`config.mk`:
```
export PLATFORM = sky130hd
export DESIGN_NAME = uart_receiver
export DESIGN_NICKNAME = d
export VERILOG_FILES = /design/src/rtl/uart_receiver.sv
export SDC_FILE = /design/constraint.sdc
export NUM_CORES = 1
export LEC_CHECK = 0
export CELL_PAD_IN_SITES_DETAIL_PLACEMENT = 1
export CELL_PAD_IN_SITES_GLOBAL_PLACEMENT = 2
export CORE_AREA = 2 2 89 91
export DETAILED_ROUTE_END_ITERATION = 7
export DIE_AREA = 0 0 91 93
export PLACE_DENSITY_LB_ADDON = 0.1
export SLEW_MARGIN = 10
export SYNTH_ARGS = -nofsm -noshare
export SYNTH_HDL_FRONTEND = slang
export SYNTH_SLANG_ARGS = --single-unit
```
`constraint.sdc`:
```
create_clock -name clk -period 3.4 [get_ports clk]
set_input_delay 0.68 -clock clk [delete_from_list [all_inputs] [get_ports clk]]
set_output_delay 0.68 -clock clk [all_outputs]
set_load 0.005 [all_outputs]
```
`src/rtl/uart_receiver.sv`:
```
// uart_receiver: 16x-oversampled UART receiver. 8N1 by default, 8E1 when UART_RX_PARITY_EN is defined.
// Latency: Rx_VALID one clk after the stop-bit centre sample (9.5 / 10.5 bit periods + 3 clks from start edge).
// Backpressure: none; Rx_VALID is a one-cycle pulse and Rx_DATA/flags hold until the next completed frame.
module uart_receiver (
    input  logic       clk,
    input  logic       reset,
    input  logic [2:0] baud_select,
    input  logic       Rx_EN,
    input  logic       RxD,
    output logic [7:0] Rx_DATA,
    output logic       Rx_VALID,
    output logic       Rx_FERROR,
    output logic       Rx_PERROR
);

    typedef enum logic [2:0] {
        IDLE,
        START,
        DATA,
`ifdef UART_RX_PARITY_EN
        PARITY,
`endif
        STOP
    } state_t;

    state_t      state, state_nxt;
    logic        rx_meta, rx_sync, rx_prev;
    logic [2:0]  baud_lat;
    logic [13:0] div_cnt;
    logic [3:0]  tick_cnt;
    logic [2:0]  bit_cnt;
    logic [7:0]  shift_dat;
    logic        tick, centre, start_det;
    logic        shift_en, frame_done;

    function automatic logic [13:0] baud_div(input logic [2:0] sel);
        case (sel)
            3'b000:  return 14'd10417;
            3'b001:  return 14'd2604;
            3'b010:  return 14'd651;
            3'b011:  return 14'd326;
            3'b100:  return 14'd163;
            3'b101:  return 14'd81;
            3'b110:  return 14'd54;
            default: return 14'd27;
        endcase
    endfunction

    assign start_det = (state == IDLE) && Rx_EN && rx_prev && !rx_sync;
    assign tick      = (div_cnt == baud_div(baud_lat) - 14'd1);
    // Start bit is judged 8 ticks in; every later bit 16 ticks after the previous centre.
    assign centre    = tick && ((state == START) ? (tick_cnt == 4'd7) : (tick_cnt == 4'd15));

    always_ff @(posedge clk or negedge reset) begin
        if (!reset) state <= IDLE;
        else        state <= state_nxt;
    end

    always_comb begin
        state_nxt = state;
        if (!Rx_EN) begin
            state_nxt = IDLE;
        end else begin
            case (state)
                IDLE:   if (start_det) state_nxt = START;
                START:  if (centre) state_nxt = rx_sync ? IDLE : DATA;
`ifdef UART_RX_PARITY_EN
                DATA:   if (centre && bit_cnt == 3'd7) state_nxt = PARITY;
                PARITY: if (centre) state_nxt = STOP;
`else
                DATA:   if (centre && bit_cnt == 3'd7) state_nxt = STOP;
`endif
                STOP:   if (centre) state_nxt = IDLE;
                default: state_nxt = IDLE;
            endcase
        end
    end

    always_comb begin
        shift_en   = (state == DATA) && centre;
        frame_done = (state == STOP) && centre && Rx_EN;
    end

    always_ff @(posedge clk or negedge reset) begin
        if (!reset) begin
            rx_meta   <= 1'b1;
            rx_sync   <= 1'b1;
            rx_prev   <= 1'b1;
            baud_lat  <= 3'd0;
            div_cnt   <= '0;
            tick_cnt  <= '0;
            bit_cnt   <= '0;
            shift_dat <= '0;
        end else begin
            rx_meta <= RxD;
            rx_sync <= rx_meta;
            rx_prev <= rx_sync;
            if (start_det) baud_lat <= baud_select;
            // Divider and sample counter sit at zero in IDLE, so they restart at the start edge.
            if (state == IDLE || !Rx_EN) begin
                div_cnt  <= '0;
                tick_cnt <= '0;
                bit_cnt  <= '0;
            end else begin
                div_cnt <= tick ? 14'd0 : div_cnt + 14'd1;
                if (state == START && centre) tick_cnt <= 4'd0;
                else if (tick)                tick_cnt <= tick_cnt + 4'd1;
                if (shift_en) bit_cnt <= bit_cnt + 3'd1;
            end
            if (shift_en) shift_dat <= {rx_sync, shift_dat[7:1]};
        end
    end

    always_ff @(posedge clk or negedge reset) begin
        if (!reset) begin
            Rx_DATA   <= 8'h00;
            Rx_VALID  <= 1'b0;
            Rx_FERROR <= 1'b0;
        end else begin
            Rx_VALID <= frame_done;
            if (frame_done) begin
                Rx_DATA   <= shift_dat;
                Rx_FERROR <= !rx_sync;
            end
        end
    end

`ifdef UART_RX_PARITY_EN
    logic par_bit;

    always_ff @(posedge clk or negedge reset) begin
        if (!reset) begin
            par_bit   <= 1'b0;
            Rx_PERROR <= 1'b0;
        end else begin
            if (state == PARITY && centre) par_bit <= rx_sync;
            if (frame_done) Rx_PERROR <= (^shift_dat) ^ par_bit;
        end
    end
`else
    assign Rx_PERROR = 1'b0;
`endif

endmodule

```
==> summary.md, run 1 <==
After clock tree synthesis, the clock-pin slew on the worst setup and hold paths is 100 ps. For this run, design rule violations remaining after detail routing come to 0. For hold timing, the worst endpoint is rx_sync. The number of antenna violations at the first check in global routing was 0; the headroom to the max-slew limit was 28.20%. The endpoint identified for the worst register-to-register timing path is Rx_DATA[4]. Final total power: 1.262 mW. The detailed-route wire length is 6.083 mm. The critical path is of the reg -> reg type.

The clock passes through at most 2 buffers. The worst path meets setup with 254.1 ps of slack. Global routing used 15.42% of the available tracks across all layers.

For this block, the initial DRC count from the detailed router was 63. The die span in x was 91 um. The worst path needs 3146 ps of the cycle, external delays included. On the final layout, the worst hold slack is 364.9 ps.

Combinational logic burns 23.3% of the power. Across the run, the number of max-cap violations was 0. The layout net count came out at 278. The run finished with clean final reports.

Counting distinct cell types in the post-synthesis netlist gives 53. Of the cells placed in the final design, the portion with a size suffix greater than 1 is 19.10%. The logic depth of the worst register-to-register path is 9, and the worst endpoint required time is 3600 ps.

STA classifies the critical path endpoint as a flip-flop. The overall via count from detail_route came out at 1885. For flop-to-flop paths, the worst setup slack is 250 ps.

The die covers 0.008463 mm^2. The number of setup buffers added after CTS was 0; the count of H-tree levels built during CTS was 2. The placement row count was 32. The actual transition at the worst max-transition pin was 1077 ps; the number of global-route vias before repair was 1944. For the worst setup path, the data arrival time is 3350 ps. With fillers left out, the area of the finished cells amounts to 0.002969 mm^2.

Setup repair after global routing left no endpoint under its margin. In the synthesized netlist the dominant register cell turns out to be dfrtp_1. The tools report the startpoint class of the critical path as a flip-flop.

Summed over all cells, the static leakage comes to 1.280 nW. For this design the ratio of total power to cell area is 424.9 mW/mm^2. Clock tree synthesis found a total of 47 sinks.

The share of flip-flops with an asynchronous set or reset after synthesis was 100.0%; the switching power was 0.4282 mW. For the total nets after synthesis, the log shows 258. The routed length per instance was 16.49 um.

The tools report the global route total overflow as 0. The synthesized design contains 0 enable-type register cells. The logs give 0 for the post-cts sizing count and 0.1443 mV for the maximum vdd ir drop. The root buffer cell chosen for the clock tree is clkbuf_8. In this run the count of I/O pins placed on the die edge is 18. In this run the cell area of the synthesized design comes to 0.002581 mm^2. The synthesized area per cell is 10.49 um^2, and the half-perimeter wire length of the detailed placement result is 4.273 mm. Counting the buffers created by CTS gives 5. Setup violations remaining at the end of the flow were counted as 0.

After layout, the worst path uses 92.53% of the clock period. After detailed routing, the number of vias per cell comes to 5.108. The routability congestion estimate is 0.7382, and the vertical die dimension is 93 um. Effective utilization at floorplan: 34.29%.

Leaving out fill and tap cells, the most frequent cell in the layout is dfrtp_1. Buffers inserted to repair hold after CTS numbered 0. Worst hold path startpoint: rx_meta. The proportion of power drawn by flip-flops and latches was 46.9%; the internal power summed over all cells was 0.8335 mW.

The post-detailed-route count of antenna-violating nets was 0; the post-synthesis instance total was 246. The clock network accounts for 29.7% of the total power. For the post-route clock skew, the log shows 9.055 ps. Before CTS, the worst setup slack after placement is 214.8 ps. The hold violation total from the final report was 0.

Along the worst hold path, the cell count comes to 0. The switching power share of the total came out at 33.94%. In this run the critical register-to-register path is launched from baud_lat[2]. For the wire length of the first global-routing pass, the log shows 10.23 mm. The first-pass iteration count of the detailed router is 4, and the part of the Yosys area used for sequential elements is 45.71%.

The number of antenna diodes in the final layout is 0. The biggest fanout along the worst timing path came out at 9. The count of port buffers added during placement works out to 16.

TritonCTS built the clock tree. The area growth from synthesis to layout is 15.03%. The library cells used most frequently in the layout, excluding fill and tap cells, are dfrtp_1 (44), nor2_1 (25), mux2_2 (20). The total count of max-transition violations in the final report was 0. The path class of the tightest hold or removal check is reg -> reg. The logs give 0.007527 mm^2 for the core region area and 0 ps for the final sum of negative setup slack. The count of warnings emitted by yosys is 0, and the clock latency of the later-clocked register in the worst-skew pair is 310 ps. Entering global routing, the biggest net connects 47 pins. The achievable frequency is 317.9 MHz, and the placed instance area is 0.002873 mm^2. Synthesis inferred 47 register bits.
==> how the worst max path moves through the flow <==
stage	slack, ps	start	endpoint	cells after the start
after floorplan	580	baud_lat[1]	Rx_DATA[0]	9
after global placement	320	baud_lat[2]	Rx_DATA[4]	8
after detailed placement	210	baud_lat[2]	Rx_DATA[4]	8
after CTS	210	baud_lat[2]	Rx_DATA[4]	8
after global routing	20	baud_lat[2]	Rx_DATA[0]	9
final	250	baud_lat[2]	Rx_DATA[4]	9
==> registers in the layout (all words and copies together) (netlist names) <==
name and count:
rx_prev 1, shift_dat 8, state 2, tick_cnt 4
Rx_DATA 8, Rx_FERROR 1, baud_lat 3, div_cnt 14
rx_sync 1, Rx_VALID 1, rx_meta 1, bit_cnt 3
==> power groups by stage <==
stage	registers [mW]	clock network (mW)	logic [mW]
3_5_place_dp	0.603	0	0.297
3_3_place_gp	0.603	0	0.294
5_1_grt	0.596	0.422	0.329
6_report	0.592	0.375	0.294
4_1_cts	0.592	0.395	0.299
2_1_floorplan	0.589	0	0.217
==> through the flow <==
stage               util [%]  cells
finish                 39.44    369
CTS                    39.44    369
detailed placement     38.16    361
floorplan                  -    246
global placement       38.16    361
global route           39.44    369
==> cells in the mapped netlist, types with 4 or more instances <==
master	number	area (um^2)
xnor2_1	8	70.07
nand3b_1	5	37.54
nand3_1	11	55.05
xor2_1	8	70.07
nor2b_1	4	25.02
nor4_1	8	50.05
nor2_1	25	93.84
o21ai_0	5	25.02
nand4_1	7	43.79
nand2_1	12	45.04
inv_1	8	30.03
a21oi_1	4	20.02
buf_2	8	40.04
and3_1	11	68.82
ha_1	5	62.56
mux2_2	20	225.2
dfrtp_1	44	1101
==> layout make-up <==
cell class	instances	area, um^2
Multi-Input combinational cell	178	1309
Clock inverter	3	27.53
Tap cell	102	127.6
Sequential cell	47	1180
Fill cell	871	4558
Inverter	9	33.78
Timing Repair Buffer	25	222.7
Clock buffer	5	68.82
==> routing by layer <==
layer  track usage [%]  routed length, um  vias up  share of wire (%)
met2             24.81               2923       11                 48
met1             21.13               2955      943                 49
met4             3.409                 57        0               0.94
li1                  -                  -      926                  -
met3             3.868                147        5                2.4
met5                 0                  0        -                  0
==> critical path, cell delays in order, from the launching register on <==
cell and delay (ps):
dfrtp_1 480, nor2b_1 350, a21o_1 210, ha_1 230, nor2b_1 70, o21ai_0 270
and4_1 290, o21ai_2 120, nor4_4 620, mux2_2 410
==> logic make-up after synthesis <==
group           synth area share [%]
buf+inv                        3.587
other cells                   0.1453
compound gates                 10.13
flops                          45.71
simple gates                   22.69
fa+ha+maj                      2.424
mux                            9.889
xor+xnor                       5.429
(Power assumes the default switching activity.)
==> run 2: changes to the inputs <==
CAP_MARGIN = 20   (was default)
RECOVER_POWER = 50   (was default)
SETUP_SLACK_MARGIN = 0.02   (was default)
==> run 2 against run 1 <==
Largest cell class unchanged. Sequential share of layout area is essentially flat. The flow now finishes with violations (max-capacitance violations, max-slew violations). Critical path type unchanged. Power shrank 0.17%. Routed wire length shrank 0.23%. Register-to-register slack is essentially flat.
==> summary.md, run 2 (synthesis gave the netlist of run 1 again) <==
Largest register by flop count: div_cnt. The non-filler instance count after layout was 370 (+0.27%); the post-detailed-route count of antenna-violating nets was 0 (unchanged). The run gives 0.002893 mm^2 (+0.70%) as the placed instance area. The final reports fail on max-capacitance violations, max-slew violations.

The die span in x works out to 91 um (unchanged). The startpoint of the most critical register-to-register path was baud_lat[2]. The power per cell area was 424.4 mW/mm^2 (-0.13%); the number of I/O pins was 18 (unchanged). The tools report the count of endpoints failing setup in the final report as 0 (unchanged). The clock transition at the register clock pins on the worst setup and hold paths after CTS is 100 ps (about the same). The flip-flop count of the largest register after layout works out to 14 (unchanged). The worst hold path begins at rx_meta. The tools report the number of antenna violations at the first check in global routing as 0 (unchanged).

The global router's overall resource usage was 15.38% (-0.040 points); the final total power was 1.260 mW (-0.17%). Walking the worst path, the cells encountered are nor2b_1 -> a21o_1 -> ha_1 -> nor2b_1 -> o21ai_0 -> and4_1 -> o21ai_2 -> nor4_4 -> mux2_2. The met1 track demand over resource came out at 21.26% (+0.13 points). The launch point of the critical path was baud_lat[2]. The worst endpoint required time came out at 3600 ps (about the same). The startpoint class of the critical path is a flip-flop. For the clock latency of the later-clocked register in the worst-skew pair, the log shows 310 ps (about the same). The post-cts sizing count was 0 (unchanged); the antenna diode count was 0 (unchanged). The count of port buffers added during placement came out at 16 (unchanged).

The run gives 32 (unchanged) as the placement row count. The run gives 0.008463 mm^2 (unchanged) as the floorplan die area. The data arrival time of the critical path is 3360 ps (about the same), and the maximum vdd ir drop is 0.1694 mV (+17%).

The run gives 4 (unchanged) as the first-pass iteration count of the detailed router. The proportion of layout cells with a drive suffix above 1 is 17.91% (-1.2 points). The delay contributed by the slowest stage of the critical path was 620 ps (about the same); the core region area was 0.007527 mm^2 (unchanged). The tools report the routability congestion estimate as 0.7382 (unchanged). The minimum hold slack is 370.6 ps (+5.630 ps). The global route total overflow was 0 (unchanged); the largest net degree at the start of global routing was 33 (-30%). The share of the clock period used by the worst path was 92.72% (+0.19 points); the actual transition at the worst max-transition pin was 1756 ps (+679.4 ps). For the global routing usage on met3, the log shows 3.626% (-0.24 points).

The most common cell after layout, fill and taps aside was dfrtp_1. Effective utilization at floorplan: 34.29% (unchanged). The worst setup path is captured at a flip-flop. The hold buffer count at CTS came out at 0 (unchanged). The final period demand of the worst path was 3152 ps (+6.612 ps); the number of setup buffers added after CTS was 0 (unchanged). TritonCTS built the clock tree. Counting stages on the worst path, the most repeated cell is nor2b_1. The tools report the final instance area as 0.002968 mm^2 (about the same). For the final sum of negative setup slack, the log shows 0 ps (unchanged). The vertical die dimension is 93 um (unchanged), and the area overhead of the layout relative to synthesis is 14.98% (about the same). Achievable frequency: 317.2 MHz (-0.21%). Met2 capacity usage during global routing: 24.69% (-0.12 points).

The cell sitting at the root of the clock tree is a clkbuf_8. The post-detailed-route via-to-cell ratio was 5.135 (+0.52%). The headroom to the max-slew limit was -17.09% (-45 points); the half-perimeter wire length of the detailed placement result was 4.386 mm (+2.6%). The critical path is of the reg -> reg type.

The largest registers in the layout are div_cnt x14, Rx_DATA x8, shift_dat x8. The number of max-cap violations is 1 (+1), and the clock sink total is 47 (unchanged). Setup repair after global routing left no endpoint under its margin. met2 is the most crowded layer. The total CTS buffers is 5 (unchanged).

The overall via count from detail_route came out at 1900 (+0.80%). The routed length per instance came out at 16.40 um (-0.50%). The tools report the maximum buffer depth of the clock tree as 2 (unchanged).

The run gives 0 (unchanged) as the hold violation total from the final report. Number of design-rule violations left by the first detailed-router iteration: 64 (+1.6%). The tools report the post-route clock skew as 6.419 ps (-2.636 ps). The wire length of the first global-routing pass is 10.22 mm (about the same), and the layout net count is 279 (+0.36%). Biggest fanout along the worst timing path: 9 (unchanged).

Static leakage power: 1.275 nW (-0.42%). In the layout the commonest cells are dfrtp_1 (44), nor2_1 (25), mux2_2 (20). The total count of max-transition violations in the final report is 33 (+33).

The count of H-tree levels built during CTS was 2 (unchanged). In this run the worst hold path is classified as reg -> reg. The cell total after placement is 362 (+0.28%), and the number of global-route vias before repair is 1933 (-0.57%). For this design, the slowest cell found on the critical path is nor4_4. For the detailed-route wire length, the log shows 6.069 mm (-0.23%). The post-route DRC violation count was 0 (unchanged).

The run finished, with violations left.
-- run 2: changes by cell type in the layout (fill, tap and decap cells not counted), sizes merged --
cell / before / now
dlygate4sd3: 0 / 2
buf: 10 / 7
clkdlybuf4s50: 15 / 13
clkbuf: 5 / 9
-- run 2: power by group --
group          total, mW  internal (mW)  switching (mW)
combinational      0.294          0.109           0.185
clock              0.373          0.153           0.220
sequential         0.593          0.570          0.0222
total               1.26          0.832           0.427
-- run 2: worst paths after layout --
check                              end  cells after the start  slack [ps]
hold reg to reg                rx_sync                      0         370
hold / removal                 rx_sync                      0         370
max in group asynchronous      rx_meta                      3         800
setup / recovery            Rx_DATA[4]                      9         250
setup reg to reg            Rx_DATA[4]                      9         250
min in group asynchronous  baud_lat[1]                      1         450
-- run 2: layer usage --
metal | wire [um] | up-vias
met5 | 0 | -
met4 | 55 | 0
met3 | 114 | 7
met2 | 2933 | 11
met1 | 2967 | 950
li1 | - | 932
-- run 2: metrics by stage --
stage | setup WS [ps] | util, %
after floorplan | 575.1 | -
after global placement | 315.7 | 38.16
after detailed placement | 225.7 | 38.43
after CTS | 204.7 | 39.71
after global routing | 48.44 | 39.43
final | 247.5 | 39.43
-- run 2: worst max-delay path, delay by kind of cell (launching register included) --
kind            cells  cell delay (ps)
flops               1              480
compound gates      3              580
fa+ha+maj           1              240
simple gates        4             1320
mux                 1              410
-- run 2: layout make-up --
type / count / area (um^2)
inverter: 9 / 33.78
clock buffer: 5 / 68.82
sequential: 47 / 1180
timing repair buffer: 26 / 221.5
tap: 102 / 127.6
clock inverter: 3 / 27.53
multi-input combinational: 178 / 1309
fill: 875 / 4559
